===== src/rtl/vga_tile_scan.sv =====
// Parametrised VGA scan generator with tile-memory addressing and paced update strobe.
// Optional define VGA_TILE_PREFETCH_EN issues re/raddr one clock ahead of each tile's first pixel.
module vga_tile_scan #(
  parameter int   H_ACTIVE    = 640,
  parameter int   H_FP        = 16,
  parameter int   H_SYNC      = 96,
  parameter int   H_BP        = 48,
  parameter int   V_ACTIVE    = 480,
  parameter int   V_FP        = 10,
  parameter int   V_SYNC      = 2,
  parameter int   V_BP        = 33,
  parameter int   TILE_W      = 20,
  parameter int   TILE_H      = 20,
  parameter logic SYNC_ACTIVE = 1'b0,
  localparam int  TX_W        = $clog2(H_ACTIVE / TILE_W),
  localparam int  TY_W        = $clog2(V_ACTIVE / TILE_H)
) (
  input  logic                   clk,
  input  logic                   reset,
  input  logic [4:0]             next_duration,
  output logic [9:0]             hpos,
  output logic [9:0]             vpos,
  output logic                   hsync,
  output logic                   vsync,
  output logic                   active,
  output logic                   frame_start,
  output logic                   line_start,
  output logic                   re,
  output logic [TX_W+TY_W-1:0]   raddr,
  output logic                   updateoutput
);

  localparam int H_TOTAL = H_ACTIVE + H_FP + H_SYNC + H_BP;
  localparam int V_TOTAL = V_ACTIVE + V_FP + V_SYNC + V_BP;
  localparam int PX_W    = (TILE_W > 1) ? $clog2(TILE_W) : 1;
  localparam int LY_W    = (TILE_H > 1) ? $clog2(TILE_H) : 1;

  localparam logic [9:0] H_LAST   = 10'(H_TOTAL - 1);
  localparam logic [9:0] V_LAST   = 10'(V_TOTAL - 1);
  localparam logic [9:0] H_ACT    = 10'(H_ACTIVE);
  localparam logic [9:0] V_ACT    = 10'(V_ACTIVE);
  localparam logic [9:0] H_ACT_M1 = 10'(H_ACTIVE - 1);
  localparam logic [9:0] V_ACT_M1 = 10'(V_ACTIVE - 1);
  localparam logic [9:0] HS_BEG   = 10'(H_ACTIVE + H_FP);
  localparam logic [9:0] HS_END   = 10'(H_ACTIVE + H_FP + H_SYNC);
  localparam logic [9:0] VS_BEG   = 10'(V_ACTIVE + V_FP);
  localparam logic [9:0] VS_END   = 10'(V_ACTIVE + V_FP + V_SYNC);
  localparam logic [PX_W-1:0] PX_LAST = PX_W'(TILE_W - 1);
  localparam logic [LY_W-1:0] LY_LAST = LY_W'(TILE_H - 1);

  // h_q/v_q and the tile counters describe the pixel about to be presented;
  // every output is decoded from them and registered so it lines up with hpos/vpos.
  logic [9:0]           h_q, h_d, v_q, v_d;
  logic [PX_W-1:0]      px_q, px_d;
  logic [TX_W-1:0]      tx_q, tx_d;
  logic [LY_W-1:0]      ly_q, ly_d;
  logic [TY_W-1:0]      ty_q, ty_d;
  logic [9:0]           hpos_q, vpos_q;
  logic                 hsync_q, hsync_d, vsync_q, vsync_d;
  logic                 active_q, active_d, fs_q, fs_d, ls_q, ls_d;
  logic                 re_q, re_d, upd_q, upd_d;
  logic [TX_W+TY_W-1:0] raddr_q, raddr_d;
  logic [4:0]           duration_q, duration_d, dcnt_q, dcnt_d;
  logic                 h_last, v_last;

  always_comb begin
    h_last = (h_q == H_LAST);
    v_last = (v_q == V_LAST);
    h_d    = h_last ? 10'd0 : h_q + 10'd1;
    v_d    = h_last ? (v_last ? 10'd0 : v_q + 10'd1) : v_q;

    px_d = px_q;
    tx_d = tx_q;
    if (h_last) begin
      px_d = '0;
      tx_d = '0;
    end else if (h_q < H_ACT_M1) begin
      if (px_q == PX_LAST) begin
        px_d = '0;
        tx_d = tx_q + TX_W'(1);
      end else begin
        px_d = px_q + PX_W'(1);
      end
    end

    ly_d = ly_q;
    ty_d = ty_q;
    if (h_last) begin
      if (v_last) begin
        ly_d = '0;
        ty_d = '0;
      end else if (v_q < V_ACT_M1) begin
        if (ly_q == LY_LAST) begin
          ly_d = '0;
          ty_d = ty_q + TY_W'(1);
        end else begin
          ly_d = ly_q + LY_W'(1);
        end
      end
    end

    active_d = (h_q < H_ACT) && (v_q < V_ACT);
    hsync_d  = (h_q >= HS_BEG && h_q < HS_END) ? SYNC_ACTIVE : ~SYNC_ACTIVE;
    vsync_d  = (v_q >= VS_BEG && v_q < VS_END) ? SYNC_ACTIVE : ~SYNC_ACTIVE;
    ls_d     = (h_q == 10'd0);
    fs_d     = (h_q == 10'd0) && (v_q == 10'd0);

    re_d    = 1'b0;
    raddr_d = raddr_q;
`ifdef VGA_TILE_PREFETCH_EN
    // Look one pixel ahead: either the next tile on this line or tile 0 of the next line.
    if (v_q < V_ACT && h_q < H_ACT_M1 && px_q == PX_LAST) begin
      re_d    = 1'b1;
      raddr_d = {ty_q, tx_q + TX_W'(1)};
    end else if (h_last && v_d < V_ACT) begin
      re_d    = 1'b1;
      raddr_d = {ty_d, TX_W'(0)};
    end
`else
    if (active_d && px_q == '0) begin
      re_d    = 1'b1;
      raddr_d = {ty_q, tx_q};
    end
`endif

    duration_d = fs_d ? next_duration : duration_q;
    if (h_q == 10'd0) dcnt_d = 5'd0;
    else if (dcnt_q >= duration_q) dcnt_d = 5'd0;
    else dcnt_d = dcnt_q + 5'd1;
    upd_d = !active_d || (dcnt_d == 5'd0);
  end

  always_ff @(posedge clk or posedge reset) begin
    if (reset) begin
      h_q        <= '0;
      v_q        <= '0;
      px_q       <= '0;
      tx_q       <= '0;
      ly_q       <= '0;
      ty_q       <= '0;
      hpos_q     <= '0;
      vpos_q     <= '0;
      hsync_q    <= ~SYNC_ACTIVE;
      vsync_q    <= ~SYNC_ACTIVE;
      active_q   <= 1'b0;
      fs_q       <= 1'b0;
      ls_q       <= 1'b0;
      re_q       <= 1'b0;
      raddr_q    <= '0;
      upd_q      <= 1'b1;
      duration_q <= '0;
      dcnt_q     <= '0;
    end else begin
      h_q        <= h_d;
      v_q        <= v_d;
      px_q       <= px_d;
      tx_q       <= tx_d;
      ly_q       <= ly_d;
      ty_q       <= ty_d;
      hpos_q     <= h_q;
      vpos_q     <= v_q;
      hsync_q    <= hsync_d;
      vsync_q    <= vsync_d;
      active_q   <= active_d;
      fs_q       <= fs_d;
      ls_q       <= ls_d;
      re_q       <= re_d;
      raddr_q    <= raddr_d;
      upd_q      <= upd_d;
      duration_q <= duration_d;
      dcnt_q     <= dcnt_d;
    end
  end

  assign hpos         = hpos_q;
  assign vpos         = vpos_q;
  assign hsync        = hsync_q;
  assign vsync        = vsync_q;
  assign active       = active_q;
  assign frame_start  = fs_q;
  assign line_start   = ls_q;
  assign re           = re_q;
  assign raddr        = raddr_q;
  assign updateoutput = upd_q;

endmodule


===== config.mk =====
export PLATFORM = sky130hd
export DESIGN_NAME = vga_tile_scan
export DESIGN_NICKNAME = d
export VERILOG_FILES = /design/src/rtl/vga_tile_scan.sv
export SDC_FILE = /design/constraint.sdc
export NUM_CORES = 1
export LEC_CHECK = 0
export ABC_CLOCK_PERIOD_IN_PS = 2400
export CORE_MARGIN = 2
export CORE_UTILIZATION = 50
export DETAILED_ROUTE_END_ITERATION = 7
export HOLD_SLACK_MARGIN = 0.1
export PLACE_DENSITY = 0.84
export SLEW_MARGIN = 20
export SYNTH_ARGS = -nofsm -noshare
export SYNTH_HDL_FRONTEND = slang
export SYNTH_SLANG_ARGS = --single-unit

===== constraint.sdc =====
create_clock -name clk -period 2.4 [get_ports clk]
set_input_delay 0.24 -clock clk [delete_from_list [all_inputs] [get_ports clk]]
set_output_delay 0.24 -clock clk [all_outputs]
set_load 0.05 [all_outputs]

==> run metrics <==
run status finished clean; sequential-to-total area share from yosys stat 0.570; clock latency on the worst-skew pair 0.36 ns; Initial Util 0.522; die area 8360 um2; Synth area leaders dfrtp_1 (55%), ha_1 (4.9%), mux2_2 (3.5%), nor2_1 (3.2%), xnor2_1 (2.7%); synth unique cells 48; Critical Path Start v_q[4]$_DFFE_PP0N_; post-route cell area 4630 um2; Clock Skews around 0.013 ns; Core ar. ~7300 um2; Area growth, synth to finish 21.2%; worst min-delay path class in -> async; post-synthesis mux area share 0.0458; TritonCTS Buffers 9; H-tree levels 3; DP Area 4410 um2; Detailed Route WL 7350 um; CP Capture Type register; final max-slew violation count 0; GRT Max-Usage Layer met2; CTS Root Cell clkbuf_8; cell taking the most area after synthesis dfrtp_1; Mean Syn Cell Area 11.4 um2; GR Overflow Total 0; setup TNS 0 ns; Setup violations, final 0; clock sink total 87; Remaining DRCs 0; RR Startpoint v_q[4]$_DFFE_PP0N_; Synth Flop Type dfrtp_1; Placed Cells 477; Final Util 0.632; met1 Use GR 0.252; critical path class reg -> reg; post-synthesis cell area between 3000 and 4000 um2; Critical Path RT 2.68 ns; Filler cells 565; clk slew on worst S/H paths 0.09 ns; DR vias 2675; clock tree buffer depth 2; post-synthesis simple-gate area fraction 0.175; initial antenna violation count 0; top-area cell type share of the netlist area 0.550; XOR/XNOR Fraction of Synth Area 0.0481; max cap viols 0; Setup WS post-layout 0.196 ns; pre-CTS WS ~0.25 ns; RSZ-0062 raised after global routing false; Post-CTS Setup Bufs 0; warnings from Yosys 0; post-CTS sizing 0; Starting DRT DRC Count 184; cell chain of the critical path nor4_1 -> and4_1 -> o2111ai_1 -> or3_1 -> a21oi_1; num ports 44; LEAKAGE 2.08 nW; Cell Rows 31; largest family of logic cells by synthesized area simple AND/OR/NAND/NOR gates; Tmin final between 2 and 2.5 ns; grt met2 use 0.298; Period Utilization, post-route 0.918; fmax about 450 MHz; worst vdd ir 328 uV; Final Hold Vio Count 0; layout cells sized above 1 0.127; Post-synth EDFFs 0; Net count, final 411; Routed WL per cell 14.9 um; storage element area approximately 2200 um2; first-pass GRT wire length 12600 um; drt first pass iters 4; Hold Buf Count CTS 0; CP peak stage delay 0.47 ns; ANT nets after route 0; post-synthesis adder-cell area fraction 0.0491; largest net degree at the start of global routing 88; CP max FO 9; pwr dens roughly 640 nW/um2; diode count 0; Cells after Synth 335; hpwl dp 4990 um; Seq cells post-synth 87; clock tree from TritonCTS yes; count leader, synth dfrtp_1; port bufs 43; vias in the first global route 2681; startpoint class of the critical path register; Finished Layout Cells approximately 490; slowest cell on the critical path dfrtp_1; Die Y 91.5 um; GR Util met3 0.0481; GPL Wtd Cong 0.916; GRT Util Overall 0.187; share of async-settable or async-resettable flops after synthesis 1.00; Compound-Gate Fraction of Synth Area 0.0805; most frequent cells after synthesis dfrtp_1 (84), nor2_1 (33), nand2_1 (22), o21ai_0 (20), inv_1 (17); Via density 5.43; Worst-Margin Slew around 0.85 ns; Net Count, Synth between 300 and 400; Multi-input gate area 1520 um2; Worst EP arrival 2.48 ns; Die X 91.5 um; Max transition margin 0.428
-- flip-flops by register name (all words and copies together) (netlist names) --
| register | flops |
|---|---|
| vsync | 1 |
| line_start | 1 |
| active | 1 |
| frame_start | 1 |
| duration_q | 5 |
| updateoutput | 1 |
| hsync | 1 |
| raddr | 10 |
| px_q | 5 |
| v_q | 10 |
| vpos | 10 |
| h_q | 10 |
| re | 1 |
| tx_q | 5 |
| ly_q | 5 |
| ty_q | 5 |
| hpos | 10 |
| dcnt_q | 5 |
-- cell usage in the layout, fill, tap and decap left out, types with 5 or more instances in the layout --
cell type and n:
dfrtp_1 83, clkdlybuf4s50_1 43, nor2_1 33, nand2_1 22, o21ai_0 20, inv_1 16, ha_1 15, nand3_1 14
mux2_2 12, xnor2_1 12, nor3_1 9, xor2_1 9, clkbuf_8 9, buf_4 9, nand4_1 8, a21oi_1 7
nor2b_1 5, or3_1 5
-- critical path: cells and delay by family (launching register included) --
kind,cells,cell delay (ns)
simple gates,3,1.31
flops,1,0.47
compound gates,2,0.35
-- where the power goes --
| part | internal [mW] | switching (mW) | leakage [nW] |
|---|---|---|---|
| Combinational | 0.129 | 0.157 | 0.840 |
| Clock | 0.587 | 0.520 | 0.102 |
| Sequential | 1.52 | 0.0529 | 1.14 |
-- layout make-up --
type,instances,share of cell area
timing repair buffer,53,0.112
tap,99,0.0267
clock inverter,7,0.0208
sequential,87,0.471
clock buffer,9,0.0267
multi-input combinational,221,0.329
inverter,17,0.0146
-- through the flow --
step / power (mW) / hold slack [ns]
finish: 2.96 / 0.357
floorplan: 1.81 / 0.349
CTS: 2.99 / 0.382
global route: 3.12 / 0.388
global placement: 1.87 / 0.399
detailed placement: 1.89 / 0.433
-- path summary, 6_finish.rpt --
kind | end | slack (ns) | cells past startpoint
setup / recovery | ty_q[4]$_DFFE_PP0P_ | 0.20 | 5
hold / removal | duration_q[4]$_DFFE_PP0P_ | 0.36 | 3
setup reg to reg | ty_q[4]$_DFFE_PP0P_ | 0.20 | 5
hold reg to reg | hpos[1]$_DFF_PP0_ | 0.46 | 0
max in group asynchronous | hsync$_DFF_PP1_ | 1.69 | 3
min in group clk | duration_q[2]$_DFFE_PP0P_ | 0.44 | 3
-- routing by layer --
metal | wire length (um) | share of wire | up-vias
met3 | 288 | 0.039 | 7
met1 | 3440 | 0.47 | 1315
met5 | 0 | 0 | -
met2 | 3550 | 0.48 | 62
li1 | - | - | 1291
met4 | 60 | 0.0082 | 0
-- cell families (layout without fill, tap and decap cells) --
group	count (synthesis)	in the layout
simple gates	123	123
mux	16	16
flops	87	87
xor+xnor	21	21
compound gates	46	46
buf+inv	27	86
fa+ha+maj	15	15
No activity file was read; power rests on OpenSTA's default activity.
